==> config.mk <==
export PLATFORM = sky130hd
export DESIGN_NAME = debounce_nibble_counter
export DESIGN_NICKNAME = d
export VERILOG_FILES = /design/src/rtl/debounce_nibble_counter.sv
export SDC_FILE = /design/constraint.sdc
export NUM_CORES = 1
export LEC_CHECK = 0
export ABC_AREA = 1
export CORE_ASPECT_RATIO = 1.1
export CORE_MARGIN = 10
export CORE_UTILIZATION = 65
export CTS_BUF_LIST = sky130_fd_sc_hd__clkbuf_8
export DETAILED_ROUTE_END_ITERATION = 6
export DONT_BUFFER_PORTS = 1
export MAX_ROUTING_LAYER = met4
export PLACE_DENSITY = 0.86
export RECOVER_POWER = 25
export SLEW_MARGIN = 20
export SYNTH_ARGS = -nofsm -noshare
export SYNTH_HDL_FRONTEND = slang
export SYNTH_SLANG_ARGS = --single-unit
==> constraint.sdc <==
create_clock -name i_Clk -period 4.8 [get_ports i_Clk]
set_input_delay 0.24 -clock i_Clk [delete_from_list [all_inputs] [get_ports i_Clk]]
set_output_delay 0.24 -clock i_Clk [all_outputs]
set_load 0.005 [all_outputs]
==> src/rtl/debounce_nibble_counter.sv <==
// Two debounced push-buttons drive a 4-bit up/down counter.
// Each accepted press (stable 0->1) steps the nibble by one and pulses o_Count_Change.
module debounce_nibble_counter #(
    parameter int unsigned DEBOUNCE_LIMIT = 250000
) (
    input  logic       i_Clk,
    input  logic       i_Reset,
    input  logic       i_Switch_Up,
    input  logic       i_Switch_Down,
    output logic [3:0] o_Binary_Num,
    output logic       o_Count_Change
);

    localparam int unsigned CNT_W  = $clog2(DEBOUNCE_LIMIT);
    localparam int unsigned N_SW   = 2;
    localparam int unsigned SW_UP  = 0;
    localparam int unsigned SW_DN  = 1;
    localparam logic [CNT_W-1:0] CNT_MAX = CNT_W'(DEBOUNCE_LIMIT - 1);

    logic [N_SW-1:0]  r_sync1;
    logic [N_SW-1:0]  r_sync2;
    logic [N_SW-1:0]  r_stable;
    logic [CNT_W-1:0] r_cnt [N_SW];
    logic [N_SW-1:0]  w_raw;
    logic [N_SW-1:0]  w_accept;
    logic [N_SW-1:0]  w_press;

    assign w_raw = {i_Switch_Down, i_Switch_Up};

    // A level is accepted on the edge where the mismatch counter has saturated.
    always_comb begin
        w_accept = '0;
        w_press  = '0;
        for (int i = 0; i < N_SW; i++) begin
            w_accept[i] = (r_sync2[i] != r_stable[i]) && (r_cnt[i] == CNT_MAX);
            w_press[i]  = w_accept[i] && r_sync2[i];
        end
    end

    always_ff @(posedge i_Clk) begin
        if (i_Reset) begin
            r_sync1        <= '0;
            r_sync2        <= '0;
            r_stable       <= '0;
            for (int i = 0; i < N_SW; i++) begin
                r_cnt[i] <= '0;
            end
            o_Binary_Num   <= 4'd0;
            o_Count_Change <= 1'b0;
        end else begin
            r_sync1 <= w_raw;
            r_sync2 <= r_sync1;
            for (int i = 0; i < N_SW; i++) begin
                if (r_sync2[i] == r_stable[i]) begin
                    r_cnt[i] <= '0;
                end else if (w_accept[i]) begin
                    r_stable[i] <= r_sync2[i];
                    r_cnt[i]    <= '0;
                end else begin
                    r_cnt[i] <= r_cnt[i] + CNT_W'(1);
                end
            end
            // Simultaneous presses cancel; releases never count.
            o_Count_Change <= 1'b0;
            if (w_press[SW_UP] && !w_press[SW_DN]) begin
                o_Binary_Num   <= o_Binary_Num + 4'd1;
                o_Count_Change <= 1'b1;
            end else if (w_press[SW_DN] && !w_press[SW_UP]) begin
                o_Binary_Num   <= o_Binary_Num - 4'd1;
                o_Count_Change <= 1'b1;
            end
        end
    end

endmodule

==> results.json, run 1 <==
{
  "fin_tns_setup_ns": 0,
  "portBuffers": 0,
  "fin_crit_ns": 2.71,
  "slew_viol_final": 0,
  "diodes": 0,
  "pin_count": 9,
  "maxUsedRoutingLayer": "met4",
  "wl_met3_um": 202,
  "setup_viol_count_final": 0,
  "timing.rr.end": "o_Binary_Num[3]",
  "ys_ff_latch": 47,
  "ant_nets": 0,
  "root_buffer": "clkbuf_8",
  "grt_first_pass_wirelength_um": 9090,
  "cts_buffers": 5,
  "syn_to_final_growth_pct": 9.23,
  "core_area_um2": 4050,
  "status": "complete, no violations",
  "drv_cap": 0,
  "clk_pin_slew_ns": 0.08,
  "fp.dieW_um": 82.5,
  "cp-end-kind": "flip-flop",
  "rr_worst_depth": 16,
  "grt_pass1_vias": 2205,
  "period_share_pct": 56.4,
  "start_kind": "flip-flop",
  "num_rows": 24,
  "power_mw": 0.808,
  "syn_area_per_cell_um2": 8.39,
  "grt_max_degree": 19,
  "ys_types": 29,
  "m1WireLength_um": 2270,
  "fill_cells": 308,
  "cp_max_fo": 6,
  "synthTopCellsByArea": "edfxtp_1 39%, nand2_1 9.4%, dfxtp_1 7.9%",
  "wl_per_cell_um": 11.9,
  "grtUsageTotal_pct": 16.0,
  "grt_antenna_before_repair": 0,
  "clockBufferDepth": 2,
  "nets": 383,
  "first_pass_iters": 4,
  "routabilityCongestion": 0.884,
  "slowest_delay_ns": 0.46,
  "cts_resized": 0,
  "tightest_slew_ns": 0.691,
  "yosysMostFrequentCell": "nand2_1",
  "synth_cells": 333,
  "synth_top_cell_by_area": "edfxtp_1",
  "yosysSeqAreaShare_pct": 46.6,
  "rsz0062_at_grt": "no",
  "required_ns": 4.99,
  "dp_hpwl_um": 3830,
  "hold_buffers": 1,
  "start_util_pct": 68.9,
  "p_leak_nw": 1.16,
  "syn-cell-area_um2": 2790,
  "wl_um": 5080,
  "achievable-frequency_mhz": 370,
  "cts_tree": "yes",
  "drt_iter0_markers": 163,
  "yosys-top-cells-count": "70 x nand2_1, 57 x nor2_1, 36 x edfxtp_1",
  "grt_overflow": 0,
  "worst_ir_drop_vdd_mv": 0.231,
  "cpMaxStageDelayCell": "edfxtp_1",
  "wl_met2_um": 2530,
  "powerDensity_nw_per_um2": 265,
  "clk_latency_ns": 0.30,
  "critPathKind": "reg -> reg",
  "whs_ns": 0.0324,
  "r2r-start": "r_cnt[1][0]",
  "htreeDepth": 2,
  "postCtsSetupBuffers": 0,
  "synth-edff-count": 36,
  "fp.dieArea_um2": 7320,
  "via_count": 2166,
  "crit_arrival_ns": 2.90,
  "ys.flop_type": "edfxtp_1",
  "slew_headroom_pct": 53.8,
  "ys_async_sr_fraction_pct": 0,
  "finalHoldViolCount": 0,
  "reg2reg_slack_ns": 2.09,
  "cp_cell_sequence": "ha_1, nand2_2, nor2_1, nand2_2, inv_1, nand3_1, nand3b_1, ha_1, inv_1, ha_1, a21oi_1, nand2_1, nand2_1, nand2_1, nand2_1, a21oi_1",
  "worstSetupEndpoint": "o_Binary_Num[3]",
  "yosys_warnings": 0,
  "path_common_cell": "nand2_1",
  "cts_sinks": 47,
  "startpoint": "r_cnt[1][0]",
  "hold_class": "in -> reg",
  "viasPerCell": 5.08,
  "synth_top_area_share_pct": 38.7,
  "drc": 0,
  "die_y_um": 88.8,
  "drive_above_1_share_pct": 10.2,
  "fin_skew_ns": 0.00846
}
worst min-delay path by stage:
| stage | start | to | slack [ns] | depth (start not counted) |
|---|---|---|---|---|
| floorplan | i_Switch_Up | r_sync1[0] | 0.35 | 2 |
| global placement | i_Reset | o_Count_Change | 0.31 | 1 |
| detailed placement | i_Reset | o_Count_Change | 0.31 | 1 |
| CTS | i_Switch_Down | r_sync1[1] | 0.02 | 2 |
| global route | i_Switch_Down | r_sync1[1] | 0.03 | 2 |
| finish | i_Switch_Down | r_sync1[1] | 0.03 | 2 |
cells in the final DEF, fill, tap and decap left out:
| cell | Yosys | final |
|---|---|---|
| nor3_2 | 2 | 2 |
| clkinv_2 | 0 | 1 |
| or2_0 | 2 | 2 |
| nor2_2 | 22 | 21 |
| nand3_2 | 2 | 1 |
| nand2_1 | 70 | 71 |
| edfxtp_1 | 36 | 36 |
| xor2_1 | 16 | 16 |
| nor2_1 | 57 | 59 |
| fa_1 | 1 | 1 |
| and2_1 | 1 | 1 |
| inv_1 | 33 | 33 |
| nand2_2 | 4 | 4 |
| dfxtp_1 | 11 | 11 |
| nand3_1 | 24 | 25 |
| xnor2_1 | 6 | 6 |
| o21ai_0 | 7 | 7 |
| nand3_4 | 1 | 1 |
| clkbuf_8 | 0 | 6 |
| dlygate4sd3_1 | 0 | 1 |
| ha_1 | 5 | 5 |
| inv_2 | 1 | 1 |
| bufinv_16 | 0 | 1 |
| conb_1 | 1 | 36 |
| nand4_1 | 2 | 2 |
| nor3_1 | 1 | 1 |
| a21oi_1 | 16 | 16 |
| and2_0 | 1 | 1 |
| nand3b_1 | 6 | 6 |
logic make-up after synthesis:
| logic type | count (synthesis) | share of synthesized area, % |
|---|---|---|
| AND/OR/NAND/NOR | 197 | 33.2 |
| flip-flops | 47 | 46.6 |
| buffers and inverters | 37 | 6.14 |
| other | 1 | 0.134 |
| adder cells (fa/ha/maj) | 6 | 2.96 |
| AO/OA/AOI/OAI | 23 | 4.12 |
| XOR/XNOR | 22 | 6.90 |
power breakdown:
part	switching [mW]	leakage (nW)	internal [mW]	total, mW
clock	0.132	0.0612	0.169	0.300
combinational	0.0265	0.634	0.0129	0.0394
sequential	0.0164	0.461	0.452	0.468
flip-flops by register name, indices dropped and copies added (netlist names):
signal and flops:
r_stable 2, r_sync1 2, o_Binary_Num 4, r_cnt 36, o_Count_Change 1, r_sync2 2
layer usage:
layer | global-route usage, % | vias to the layer above
li1 | - | 1117
met1 | 18.1 | 1005
met2 | 26.5 | 36
met3 | 3.96 | 8
met4 | 5.78 | 0
met5 | - | -
cell type report:
class | instances | area, µm² | share of cell area (%)
tap | 52 | 65.1 | 2.13
clock inverter | 2 | 35.0 | 1.15
timing repair buffer | 1 | 10.0 | 0.328
inverter | 34 | 128 | 4.18
multi-input combinational | 284 | 1430 | 46.9
sequential | 47 | 1300 | 42.6
clock buffer | 6 | 82.6 | 2.71
through the flow:
stage          area (µm²)  std cells  setup WS (ns)  utilization, %
6_report             3050        426           2.09            75.3
5_1_grt              3050        426           1.85            75.3
3_3_place_gp         2950        417           2.39            72.7
2_1_floorplan        2930        368           2.50               -
4_1_cts              3070        426           2.22            75.8
3_5_place_dp         2950        417           2.24            72.7
critical path: cells and delay by family (launching register included):
kind / cells / cell delay [ns]
buffers and inverters: 2 / 0.19
AO/OA/AOI/OAI: 2 / 0.24
flip-flops: 1 / 0.46
AND/OR/NAND/NOR: 9 / 0.98
adder cells (fa/ha/maj): 3 / 0.74
No activity file was read; power rests on OpenSTA's default activity.
==> inputs of run 2 (changes only) <==
clock period = 2.5 ns   (was 4.8 ns; I/O delays follow)
==> run 2 against run 1 <==
Net effect:
- power rose by 90%
- largest cell class unchanged
- die area unchanged
- highest routed layer unchanged
- sequential cell count unchanged
- clock power is 81% higher
- clock skew fell by 0.0034 ns
==> results.json, run 2 (synthesis gave the netlist of run 1 again) <==
{
  "status": "complete, no violations",
  "grtUsageTotal_pct": 16.3,
  "start_kind": "flip-flop",
  "reg2reg_slack_ns": 0.20,
  "clk_pin_slew_ns": 0.09,
  "dp_hpwl_um": 3840,
  "whs_endpoint": "r_stable[0]",
  "worst_ir_drop_vdd_mv": 0.380,
  "r2r-start": "r_cnt[1][0]",
  "swShare_pct": 22.1,
  "comb_power_share_pct": 6.2,
  "grt_max_degree": 19,
  "fin_tns_setup_ns": 0,
  "cp_max_fo": 4,
  "dp_slack_ns": 0.113,
  "min-delay-start": "i_Reset",
  "cp-end-kind": "flip-flop",
  "seqPwrFrac_pct": 58.5,
  "top_register": "r_cnt",
  "ant_nets": 0,
  "crit_arrival_ns": 2.48,
  "p_leak_nw": 1.22,
  "clkPwrFrac_pct": 35.4,
  "post-route-util_pct": 78.9,
  "fp.dieArea_um2": 7320,
  "fin_skew_ns": 0.00507,
  "via_count": 2223,
  "required_ns": 2.68,
  "die_y_um": 88.8,
  "root_buffer": "clkbuf_8",
  "slew_headroom_pct": 52.3,
  "min_path_cells": 3,
  "setup_viol_count_final": 0,
  "htreeDepth": 2,
  "power_mw": 1.53,
  "startpoint": "r_cnt[1][0]",
  "power.switching_mw": 0.339,
  "drc": 0,
  "wl_um": 5550,
  "slew_viol_final": 0,
  "clockBufferDepth": 2,
  "start_util_pct": 68.9,
  "wl_per_cell_um": 12.6,
  "grt_first_pass_wirelength_um": 9180,
  "achievable-frequency_mhz": 435,
  "drt_iter0_markers": 118,
  "diodes": 0,
  "finalHoldViolCount": 0,
  "rr_worst_depth": 16,
  "fp.dieW_um": 82.5,
  "pin_count": 9,
  "worst_slack_ns": 0.202,
  "routabilityCongestion": 0.910,
  "drive_above_1_share_pct": 14.9,
  "cts_buffers": 5,
  "grt_overflow": 0,
  "cts_sinks": 47,
  "mostFrequentLayoutCells": "71 x nand2_1, 56 x nor2_1, 36 x edfxtp_1, 36 x conb_1, 34 x inv_1",
  "nets": 397,
  "drv_cap": 0,
  "portBuffers": 0,
  "first_pass_iters": 4,
  "grt_pass1_vias": 2214,
  "final_common_cell": "nand2_1",
  "hold_class": "in -> reg",
  "viasPerCell": 5.05,
  "top_regs": "r_cnt (36), o_Binary_Num (4)",
  "fin_crit_ns": 2.30,
  "clk_latency_ns": 0.30,
  "internal_power_mw": 1.19,
  "powerDensity_nw_per_um2": 479,
  "tightest_slew_ns": 0.714,
  "largest_reg_flops": 36,
  "period_share_pct": 91.9,
  "grt_antenna_before_repair": 0,
  "num_rows": 24,
  "syn_to_final_growth_pct": 14.5,
  "critPathKind": "reg -> reg",
  "core_area_um2": 4050,
  "cts_tree": "yes",
  "timing.rr.end": "o_Binary_Num[3]"
}
==> run 2: changes by cell type in the layout (fill, tap and decap cells not counted), moves of 2 or more <==
cell | before | now
nor2_1 | 59 | 56
ha_1 | 5 | 2
nor2_4 | 0 | 2
buf_4 | 0 | 12
ha_2 | 0 | 2
dlygate4sd3_1 | 1 | 3
==> run 2: final cells by class <==
| type | instances | area [µm²] |
|---|---|---|
| repair buffers | 15 | 120 |
| multi-input cells | 284 | 1480 |
| clock inverters | 3 | 37.5 |
| flip-flops and latches | 47 | 1300 |
| inverters | 34 | 128 |
| well taps | 52 | 65.1 |
| fillers | 270 | 855 |
| clock buffers | 5 | 68.8 |
==> run 2: worst max path at each step <==
stage	to	cells past startpoint
after floorplan	o_Binary_Num[3]	16
after global placement	o_Binary_Num[3]	14
after detailed placement	o_Binary_Num[3]	16
after CTS	o_Binary_Num[3]	16
after global routing	o_Binary_Num[3]	16
final	o_Binary_Num[3]	16
==> run 2: power groups by stage <==
stage                     Clock [mW]  Combinational (mW)  Sequential (mW)
after global placement             0              0.0776            0.910
after CTS                      0.547              0.0853            0.895
after global routing           0.573               0.108            0.900
final                          0.542              0.0946            0.896
after detailed placement           0              0.0794            0.912
after floorplan                    0              0.0678            0.907
==> run 2: per-layer routing <==
metal / track usage, % / routed length (µm)
met1: 16.7 / 2310
met2: 29.3 / 2970
met3: 2.84 / 143
met4: 7.46 / 132
met5: - / 0
==> run 2: repair_timing <==
item | in CTS | in global routing
setup endpoints to repair | 0 | 3
gates resized for setup | 0 | 9
buffers inserted | 0 | 8
hold buffers | 3 | 0
hold endpoints to repair | 7 | 0
==> run 2: critical path, stage by stage (launching register included) <==
cell and delay [ns]:
edfxtp_1 0.37, ha_2 0.19, nand2_2 0.08, nor2_4 0.15, nand2_2 0.09, inv_1 0.05
nand3_1 0.11, nand3b_1 0.19, ha_2 0.19, inv_2 0.09, ha_4 0.21, a21oi_2 0.15
nand2_1 0.07, nand2_1 0.06, nand2_1 0.05, nand2_1 0.05, a21oi_1 0.06
==> run 2: through the flow <==
| step | cell area, µm² | hold slack [ns] | std cells |
|---|---|---|---|
| 3_5_place_dp | 2980 | 0.199 | 421 |
| 4_1_cts | 3110 | 0.0986 | 432 |
| 2_1_floorplan | 2930 | 0.232 | 368 |
| 5_1_grt | 3200 | 0.147 | 440 |
| 6_report | 3200 | 0.106 | 440 |
| 3_3_place_gp | 2980 | 0.194 | 421 |
==> inputs of run 3 (changes only) <==
CORE_ASPECT_RATIO = 0.8   (was 1.1)
CORE_MARGIN = unset   (was 10)
==> run 3 against run 2 <==
Net effect:
- combinational power rose by 0.4%
- clock power fell by 17%
- count of clock-buffer cells in the layout did not move
- core utilization rose by 0.57 points
- fmax fell by 3.1%
- routed wire length rose by 9.6%
- critical endpoint unchanged
- critical path depth fell by 1
- via count rose by 4.1%
- die area fell by 38%
- sequential cell count did not move
- worst hold slack got worse by 0.11 ns
==> results.json, run 3 (synthesis gave the netlist of run 1 again) <==
{
  "routabilityCongestion": 0.961,
  "grt_antenna_before_repair": 0,
  "clk_pin_slew_ns": 0.09,
  "drv_cap": 0,
  "worst_ir_drop_vdd_mv": 0.295,
  "core_area_um2": 3950,
  "crit_arrival_ns": 2.61,
  "slew_headroom_pct": 51.0,
  "finalHoldViolCount": 0,
  "fin_crit_ns": 2.37,
  "critical-path-top-delay-family": "simple AND/OR/NAND/NOR gates",
  "hold_class": "in -> reg",
  "first_pass_iters": 5,
  "top_register": "r_cnt",
  "grt_pass1_vias": 2025,
  "grt_overflow": 0,
  "die_y_um": 60.6,
  "powerDensity_nw_per_um2": 458,
  "diodes": 0,
  "cp_max_fo": 4,
  "critPathKind": "reg -> reg",
  "reg2reg_slack_ns": 0.13,
  "cpMaxStageDelayCell": "edfxtp_1",
  "drt_iter0_markers": 132,
  "slew_viol_final": 0,
  "fin_skew_ns": 0.00624,
  "largest_reg_flops": 36,
  "mostFrequentLayoutCells": "71 x nand2_1, 56 x nor2_1, 36 x edfxtp_1, 36 x conb_1, 34 x inv_1",
  "drive_above_1_share_pct": 14.1,
  "cts_tree": "yes",
  "htreeDepth": 2,
  "drc": 0,
  "placed_area_um2": 3000,
  "cp-end-kind": "flip-flop",
  "cts_sinks": 47,
  "achievable-frequency_mhz": 421,
  "status": "complete, no violations",
  "dp_hpwl_um": 4160,
  "start_kind": "flip-flop",
  "via_count": 2315,
  "fp.dieW_um": 75.3,
  "stdcell_area_um2": 3140,
  "final_common_cell": "nand2_1",
  "cp_cell_sequence": "ha_2, nand2_2, nor2_4, nand2_2, inv_1, nand3_1, nand3b_1, ha_2, inv_2, ha_4, a21oi_2, nand3_1, nand2_1, nand2_1, a21oi_1",
  "viasPerCell": 5.29,
  "num_rows": 20,
  "portBuffers": 0,
  "clockBufferDepth": 2,
  "grt.met2_usage_pct": 46.4,
  "path_buf_inv": 2,
  "cts_buffers": 5,
  "grt_max_degree": 19,
  "wl_per_cell_um": 13.9,
  "use_met1_pct": 38.1,
  "nets": 392,
  "slowest_delay_ns": 0.37,
  "syn_to_final_growth_pct": 12.5,
  "clk_latency_ns": 0.30,
  "fp.dieArea_um2": 4570,
  "busiest_layer": "met2",
  "setup_viol_count_final": 0,
  "gr-usage-met3_pct": 5.48,
  "root_buffer": "clkbuf_8",
  "top_regs": "r_cnt (36), o_Binary_Num (4)",
  "whs_ns": 0.000320,
  "period_share_pct": 94.9,
  "grtUsageTotal_pct": 28.9,
  "pin_count": 9,
  "start_util_pct": 70.7,
  "wl_um": 6080,
  "tightest_slew_ns": 0.733,
  "grt_first_pass_wirelength_um": 9120,
  "required_ns": 2.74,
  "p_leak_nw": 1.19,
  "ant_nets": 0
}
[run 3: cell types whose count changed in the layout (fill, tap and decap cells not counted)]
cell	before	now
o21ai_1	0	1
o21ai_0	7	6
ha_2	2	3
buf_4	12	7
bufinv_16	1	0
ha_1	2	1
clkinv_2	0	1
[run 3: final timing paths]
check              startpoint         endpoint  cells past startpoint
setup / recovery  r_cnt[1][1]  o_Binary_Num[3]                     15
hold / removal        i_Reset  o_Binary_Num[2]                      3
setup reg to reg  r_cnt[1][1]  o_Binary_Num[3]                     15
hold reg to reg    r_sync1[0]       r_sync2[0]                      2
[run 3: per-layer routing]
layer | share of wire (%) | routed length [µm]
met5 | 0 | 0
met4 | 1.3 | 78
met3 | 6.3 | 382
met2 | 47 | 2860
met1 | 45 | 2760
[run 3: worst min-delay path: cells and delay by family]
family | cells | cell delay, ns
simple gates | 1 | 0.03
compound gates | 1 | 0.06
buf+inv | 1 | 0.05
[run 3: metrics by stage]
step | setup TNS, ns | instances | utilization, % | total power [mW] | setup slack [ns]
floorplan | 0 | 368 | - | 0.975 | 0.199
global placement | 0 | 427 | 75.9 | 0.993 | 0.191
detailed placement | 0 | 427 | 75.9 | 0.997 | 0.0670
CTS | 0 | 438 | 79.0 | 1.43 | 0.0171
global route | -0.0568 | 438 | 79.5 | 1.48 | -0.0568
finish | 0 | 438 | 79.5 | 1.44 | 0.127
[run 3: cell type report]
type	count	area, µm²
Fill cell	269	811
Sequential cell	47	1300
Inverter	34	128
Timing Repair Buffer	10	82.6
Tap cell	55	68.8
Multi-Input combinational cell	284	1480
Clock inverter	3	12.5
Clock buffer	5	68.8
[run 3: power breakdown]
group / total, mW / switching [mW] / internal (mW)
logic: 0.0950 / 0.0619 / 0.0331
clock network: 0.449 / 0.260 / 0.189
registers: 0.897 / 0.0295 / 0.867
total: 1.44 / 0.352 / 1.09
[run 3: repair_timing]
action                                  4_1_cts  5_1_grt
hold endpoints to repair                      6        0
buffers inserted                              0        0
hold buffers                                  3        0
resized for setup                             3        7
gates cloned                                  0        0
endpoints found under the setup margin        1        3
